$ cat src/rtl/down_timer_sched.sv
// Round-robin owner arbitration for a single shared down-counter.
// The owner gets a done pulse when its countdown reaches zero, or cancelled when it is aborted.
module down_timer_sched #(
  parameter int N_REQ = 4,
  parameter int WIDTH = 4
) (
  input  logic                   clock,
  input  logic                   reset,
  input  logic [N_REQ-1:0]       req,
  input  logic [N_REQ*WIDTH-1:0] load_val,
  input  logic                   tick,
  input  logic                   cancel,
  output logic [N_REQ-1:0]       grant,
  output logic                   busy,
  output logic [WIDTH-1:0]       count,
  output logic [N_REQ-1:0]       done,
  output logic                   cancelled
);

  localparam int PW = (N_REQ > 1) ? $clog2(N_REQ) : 1;
  localparam logic [N_REQ-1:0] ONE = N_REQ'(1);

  typedef enum logic [1:0] {IDLE, COUNT, RELEASE} state_t;

  state_t            state, state_nxt;
  logic [PW-1:0]     ptr, ptr_nxt, win, cand;
  logic              found;
  logic [WIDTH-1:0]  load_arr [N_REQ];
  logic [N_REQ-1:0]  grant_nxt, done_nxt;
  logic              busy_nxt, cancelled_nxt;
  logic [WIDTH-1:0]  count_nxt;

  always_comb begin
    for (int i = 0; i < N_REQ; i++) load_arr[i] = load_val[i*WIDTH +: WIDTH];
  end

  // Search upward from the last owner so the previous winner is considered last.
  always_comb begin
    found = 1'b0;
    win   = '0;
    cand  = '0;
    for (int k = 1; k <= N_REQ; k++) begin
      cand = PW'((int'(ptr) + k) % N_REQ);
      if (!found && req[cand]) begin
        found = 1'b1;
        win   = cand;
      end
    end
  end

  always_comb begin
    state_nxt     = state;
    ptr_nxt       = ptr;
    grant_nxt     = grant;
    busy_nxt      = busy;
    count_nxt     = count;
    done_nxt      = '0;
    cancelled_nxt = 1'b0;
    case (state)
      IDLE: begin
        if (found) begin
          grant_nxt = ONE << win;
          count_nxt = load_arr[win];
          busy_nxt  = 1'b1;
          ptr_nxt   = win;
          state_nxt = COUNT;
        end
      end
      COUNT: begin
        if (cancel) begin
          grant_nxt     = '0;
          busy_nxt      = 1'b0;
          count_nxt     = '0;
          cancelled_nxt = 1'b1;
          state_nxt     = IDLE;
        end else if (tick) begin
          // A count of 0 or 1 expires on this tick; the counter never wraps.
          if (count <= WIDTH'(1)) begin
            count_nxt = '0;
            done_nxt  = grant;
            state_nxt = RELEASE;
          end else begin
            count_nxt = count - WIDTH'(1);
          end
        end
      end
      RELEASE: begin
        grant_nxt = '0;
        busy_nxt  = 1'b0;
        state_nxt = IDLE;
      end
      default: state_nxt = IDLE;
    endcase
  end

  always_ff @(posedge clock or negedge reset) begin
    if (!reset) begin
      state     <= IDLE;
      ptr       <= PW'(N_REQ - 1);
      grant     <= '0;
      busy      <= 1'b0;
      count     <= '0;
      done      <= '0;
      cancelled <= 1'b0;
    end else begin
      state     <= state_nxt;
      ptr       <= ptr_nxt;
      grant     <= grant_nxt;
      busy      <= busy_nxt;
      count     <= count_nxt;
      done      <= done_nxt;
      cancelled <= cancelled_nxt;
    end
  end

endmodule

$ cat config.mk
export PLATFORM = sky130hd
export DESIGN_NAME = down_timer_sched
export DESIGN_NICKNAME = d
export VERILOG_FILES = /design/src/rtl/down_timer_sched.sv
export SDC_FILE = /design/constraint.sdc
export NUM_CORES = 1
export LEC_CHECK = 0
export ABC_AREA = 1
export CAP_MARGIN = 10
export CORE_MARGIN = 3
export CORE_UTILIZATION = 47
export DETAILED_ROUTE_END_ITERATION = 10
export PLACE_DENSITY_LB_ADDON = 0.3
export REMOVE_ABC_BUFFERS = 1
export SYNTH_ARGS = -nofsm -noshare
export SYNTH_HDL_FRONTEND = slang
export SYNTH_SLANG_ARGS = --single-unit
$ cat constraint.sdc
create_clock -name clock -period 2.4 [get_ports clock]
set_input_delay 0.48 -clock clock [delete_from_list [all_inputs] [get_ports clock]]
set_output_delay 0.48 -clock clock [all_outputs]
set_load 0.05 [all_outputs]
==> results.cfg, run 1 <==
[detailed_routing]
first_pass_iters = 4
drt_iter0_drc = 21
drt-total-wl_mm = 2.93
drc = 0
drtAntennaViolNets = 0
vias = 1328
vias_per_cell = 5.01
avgRoutedWirePerCell_um = 11.0

[clock_tree]
cts_tree = built
cts.htree.levels = 1
numCtsBuffers = 3
cts_resized = 0
postCtsHoldBufs = 0
clkTransAtPathRegs_ns = 0.11
clk_latency_ns = 0.29
root_buffer = clkbuf_4
postCtsSetupBuffers = 0
clock_path_buffers = 2
clock-sinks = 18

[global_route]
grt-ovfl-total = 0
grt_max_degree = 19
track_usage_pct = 17.7
grt_antenna_before_repair = 0
grt_pass1_vias = 1205
grt_pass1_wl_mm = 4.86

[final_layout]
area_growth_pct = 33.8
final_util_pct = 69.1
n_antenna_cell = 0
layout.nets = 264
fill_cells = 223
layout-drive-gt1-share_pct = 15.7

[sta]
rsz0062_at_grt = no
relSlewSlack_pct = 66.5
tns_ns = 0
fmax_mhz = 466
period_share_pct = 89.5
worst_slack_ns = 0.252
drv_slew = 0
hold_violations = 0
fin_crit_ns = 2.15
worst_pin_slew_ns = 0.501
clock-skew-final_ns = 0.00543
setup_viol = 0

[power_and_ir_drop]
power_mw = 2.94
cellLeakagePower_nw = 0.901
pwr_density_cell_mw_per_mm2 = 1640
ir_worst_vdd_uv = 985

[synthesis]
synthCells = 192
netlist_area_sq_mm = 0.00134
ys_warn_count = 0
yosys-top-cells-area = dfrtp_1 30%, nand2_1 21%, nand2_2 5.6%, inv_1 5.3%, nand3_1 5.2%
synth_cell_types = 25
synthTopCellsByCount = 74 x nand2_1, 19 x inv_1, 16 x dfrtp_1
yosysMostFrequentCell = nand2_1
synth-seq-cells = 18
synth-async-reset-ratio_pct = 100
synth_top_cell_area_share_pct = 29.9
yosysSeqAreaShare_pct = 33.9
syn_area_per_cell_sq_um = 6.97
synth_flop_cell = dfrtp_1
synth_edf_count = 0
yosysTopAreaCell = dfrtp_1

[setup_path]
crit_path_end_kind = register
criticalPathCategory = register to register
crit_required_ns = 2.59
critical_path_peak_fanout = 12
crit_arrival_ns = 2.34
start_kind = register

[flow_run]
cap_violations = 0

[floorplanning]
die-area_sq_mm = 0.00352
io_pins = 38
row_count = 18
die_h_um = 59.3
initial_core_util_pct = 51.6
die_w_um = 59.3
coreArea_sq_mm = 0.00259

[status]
outcome = complete, no violations

[placement]
io_buffers = 37
place_congestion = 0.863
place_ws_ns = 0.0417
place.detailed.hpwl_mm = 2.40

[worst_hold_path]
holdCritPathClass = input port to asynchronous set/reset pin
## final cells by class
| class | instances | area [sq um] | share of cell area, % |
|---|---|---|---|
| inverter | 22 | 82.6 | 4.62 |
| multi-input combinational | 150 | 779 | 43.6 |
| clock buffer | 4 | 36.3 | 2.03 |
| sequential | 18 | 453 | 25.3 |
| timing repair buffer | 41 | 400 | 22.4 |
| tap | 30 | 37.5 | 2.10 |
## layout by cell type (no fill, tap or decap), types with 5 or more instances in the layout
cell             instances
nand2_2                 12
nor2_1                  11
a21oi_2                  5
o21ai_0                  6
nand2_1                 74
nor3_1                   5
dfrtp_1                 16
inv_1                   19
nand3_1                 14
clkdlybuf4s50_1         37
## per-layer routing
layer  vias up  routed length [um]  GRT usage [%]  share of wire (%)
met1       585                1320           22.2                 45
met4         0                  31           7.12                1.1
met3         2                 131           2.18                4.5
met2        38                1440           30.6                 49
met5         -                   0              0                  0
li1        703                   -              -                  -
## worst max-delay path, cell delays in order (launching register included)
cell	delay, ns
dfstp_2	0.67
inv_2	0.12
nand2_1	0.08
nand2_1	0.08
nand2_2	0.11
nand2_4	0.08
inv_1	0.10
nand2_1	0.08
nand2_1	0.07
nand3_2	0.26
nand2_1	0.14
nand2_1	0.06
nand2_1	0.05
nand2_1	0.05
nand2_1	0.06
a21oi_2	0.05
## final timing paths
| path | start | end | slack [ns] | depth (start not counted) |
|---|---|---|---|---|
| setup / recovery | ptr[0] | count[0] | 0.25 | 15 |
| hold / removal | reset | state[0] | 0.50 | 2 |
| setup reg to reg | ptr[0] | count[0] | 0.25 | 15 |
| hold reg to reg | busy | busy | 0.50 | 2 |
| max in group asynchronous | reset | ptr[1] | 1.65 | 2 |
| min in group clock | busy | busy | 0.50 | 2 |
## per-stage QoR
step / area (sq um) / hold WS [ns] / std cells
6_report: 1790 / 0.498 / 265
3_5_place_dp: 1750 / 0.480 / 261
4_1_cts: 1790 / 0.499 / 265
5_1_grt: 1790 / 0.511 / 265
3_3_place_gp: 1750 / 0.466 / 261
2_1_floorplan: 1320 / 0.184 / 190
## kinds of logic (layout without fill, tap and decap cells)
kind of cell,count (synthesis),in the layout,synth area share [%]
and+or+nand+nor,123,123,42.6
xor gates and xnor gates,2,2,1.31
buffers and inverters,24,67,7.86
adders and majority gates,4,4,3.74
AOI/OAI and AO/OA,21,21,10.7
DFF,18,18,33.9
## state kept, by name (all words and copies together) (netlist names)
name	cells
count	4
done	4
grant	4
ptr	2
state	2
busy	1
cancelled	1
## report_power, final
| part | internal, mW | switching [mW] |
|---|---|---|
| logic | 0.777 | 1.43 |
| clock network | 0.0924 | 0.0946 |
| registers | 0.428 | 0.112 |
Power figures use the tool's default switching activity.
==> run 2, diff against run 1 <==
--- a/config.mk
+++ b/config.mk
@@ -12,5 +12,4 @@
 export DETAILED_ROUTE_END_ITERATION = 10
 export PLACE_DENSITY_LB_ADDON = 0.3
-export REMOVE_ABC_BUFFERS = 1
 export SYNTH_ARGS = -nofsm -noshare
 export SYNTH_HDL_FRONTEND = slang
==> constraint.sdc (replaced) <==
create_clock -name clock -period 2.4 [get_ports clock]
set_input_delay 0.24 -clock clock [delete_from_list [all_inputs] [get_ports clock]]
set_output_delay 0.24 -clock clock [all_outputs]
set_load 0.05 [all_outputs]
==> run 2 against run 1 <==
Compared with the run above: clock power fell by 15%; critical path depth fell by 1; global-route usage rose by 0.11 points; cell count fell by 1.1%; clock-buffer cell count did not move; hold slack got worse by 0.12 ns; first-iteration DRC count did not move; clock skew rose by 0.011 ns; power fell by 1.7%; critical endpoint unchanged.
==> results.cfg, run 2 (same netlist as run 1, synthesis figures left out) <==
[floorplanning]
die_w_um = 59.3
die-area_sq_mm = 0.00352
die_h_um = 59.3
row_count = 18
initial_core_util_pct = 51.6
coreArea_sq_mm = 0.00259
io_pins = 38

[sta]
worst_pin_slew_ns = 0.761
rsz0062_at_grt = no
setup_viol = 0
relSlewSlack_pct = 49.1
hold_violations = 0
hold_ws_ns = 0.374
fin_crit_ns = 2.15
tns_ns = 0
fmax_mhz = 466
drv_slew = 0
clock-skew-final_ns = 0.0161
period_share_pct = 89.4

[setup_path]
r2r-end = count[0]
regToRegSetupSlack_ns = 0.25
start_kind = register
slowest_delay_ns = 0.62
critical_path_peak_fanout = 12
rr_startpoint = ptr[0]
crit_slowest_cell = dfstp_2
reg2reg_depth = 14
cpMostUsedCell = nand2_1
crit_path_end_kind = register
cp.buffers_inverters = 1
cp_top_family = simple AND/OR/NAND/NOR gates
crit_chain = inv_2, nand2_1, nand2_1, nand2_1, nand2_2, nor2_8, nand3_4, nand3_2, nand2_1, nand2_1, nand2_1, nand2_1, nand2_1, a21oi_2
criticalPathCategory = register to register
crit_required_ns = 2.62
crit_arrival_ns = 2.37

[final_layout]
reg.largest.list = count (4), done (4), grant (4)
n_antenna_cell = 0
final_util_pct = 67.8
layout-drive-gt1-share_pct = 14.2
most-common-layout-cells = 74 x nand2_1, 37 x clkdlybuf4s50_1, 19 x inv_1
layout.nets = 261
final_common_cell = nand2_1
area_growth_pct = 31.3

[clock_tree]
cts_tree = built
clock-sinks = 18
numCtsBuffers = 3
cts.htree.levels = 1
clkTransAtPathRegs_ns = 0.11
cts_resized = 0
postCtsSetupBuffers = 0
clock_path_buffers = 2
clk_latency_ns = 0.30
root_buffer = clkbuf_4
postCtsHoldBufs = 0

[detailed_routing]
drt-total-wl_mm = 2.86
vias = 1324
drt_iter0_drc = 21
wl_met2_mm = 1.41
top_layer_used = met4
vias_per_cell = 5.05
m1WireLength_mm = 1.27
route.met3.wl_um = 134
first_pass_iters = 5
drc = 0
avgRoutedWirePerCell_um = 10.9
drtAntennaViolNets = 0

[synthesis]
syn_nets = 220

[global_route]
grt_antenna_before_repair = 0
grt-ovfl-total = 0
track_usage_pct = 17.8
grt_max_degree = 19
grt_pass1_wl_mm = 4.89
grt_pass1_vias = 1195

[worst_hold_path]
holdCritPathClass = input port to asynchronous set/reset pin

[power_and_ir_drop]
ir_worst_vdd_uv = 1210
power_mw = 2.89
cellLeakagePower_nw = 0.882
pwr_density_cell_mw_per_mm2 = 1640

[status]
outcome = complete, no violations

[placement]
io_buffers = 37
place.detailed.hpwl_mm = 2.37
place_congestion = 0.904

[flow_run]
cap_violations = 0
[run 2: changes by cell type in the layout (fill, tap and decap cells not counted), sizes merged]
cell,change
buf,-3
[run 2: where the power goes]
part	total, mW	leakage (nW)	switching, mW	internal (mW)
sequential	0.531	0.229	0.103	0.428
combinational	2.20	0.638	1.44	0.754
clock	0.159	0.0150	0.0943	0.0647
total	2.89	0.882	1.64	1.25
[run 2: area by class of cell]
class	count	area, sq um
Clock buffer	4	26.3
Fill cell	225	833
Inverter	22	82.6
Multi-Input combinational cell	150	779
Sequential cell	18	453
Tap cell	30	37.5
Timing Repair Buffer	38	378
[run 2: how the worst max path moves through the flow]
stage | start | end | slack, ns | depth (start not counted)
2_1_floorplan | count[0] | state[1] | 0.51 | 8
4_1_cts | ptr[0] | count[0] | 0.25 | 14
6_report | ptr[0] | count[0] | 0.25 | 14
5_1_grt | ptr[0] | count[1] | 0.05 | 15
3_5_place_dp | req[0] | count[1] | 0.17 | 13
3_3_place_gp | req[0] | count[0] | 0.21 | 13
[run 2: per-stage QoR]
stage	setup WS (ns)	area, sq um	instances
floorplan	0.505	1340	192
global placement	0.208	1730	258
detailed placement	0.174	1730	258
CTS	0.249	1760	262
global route	0.0542	1760	262
finish	0.254	1760	262
[run 2: routing by layer]
metal  vias to the layer above  GRT usage, %
met3                         5          2.61
met1                       592          21.6
met2                        39          32.0
met4                         0          5.83
li1                        688             -
met5                         -             0
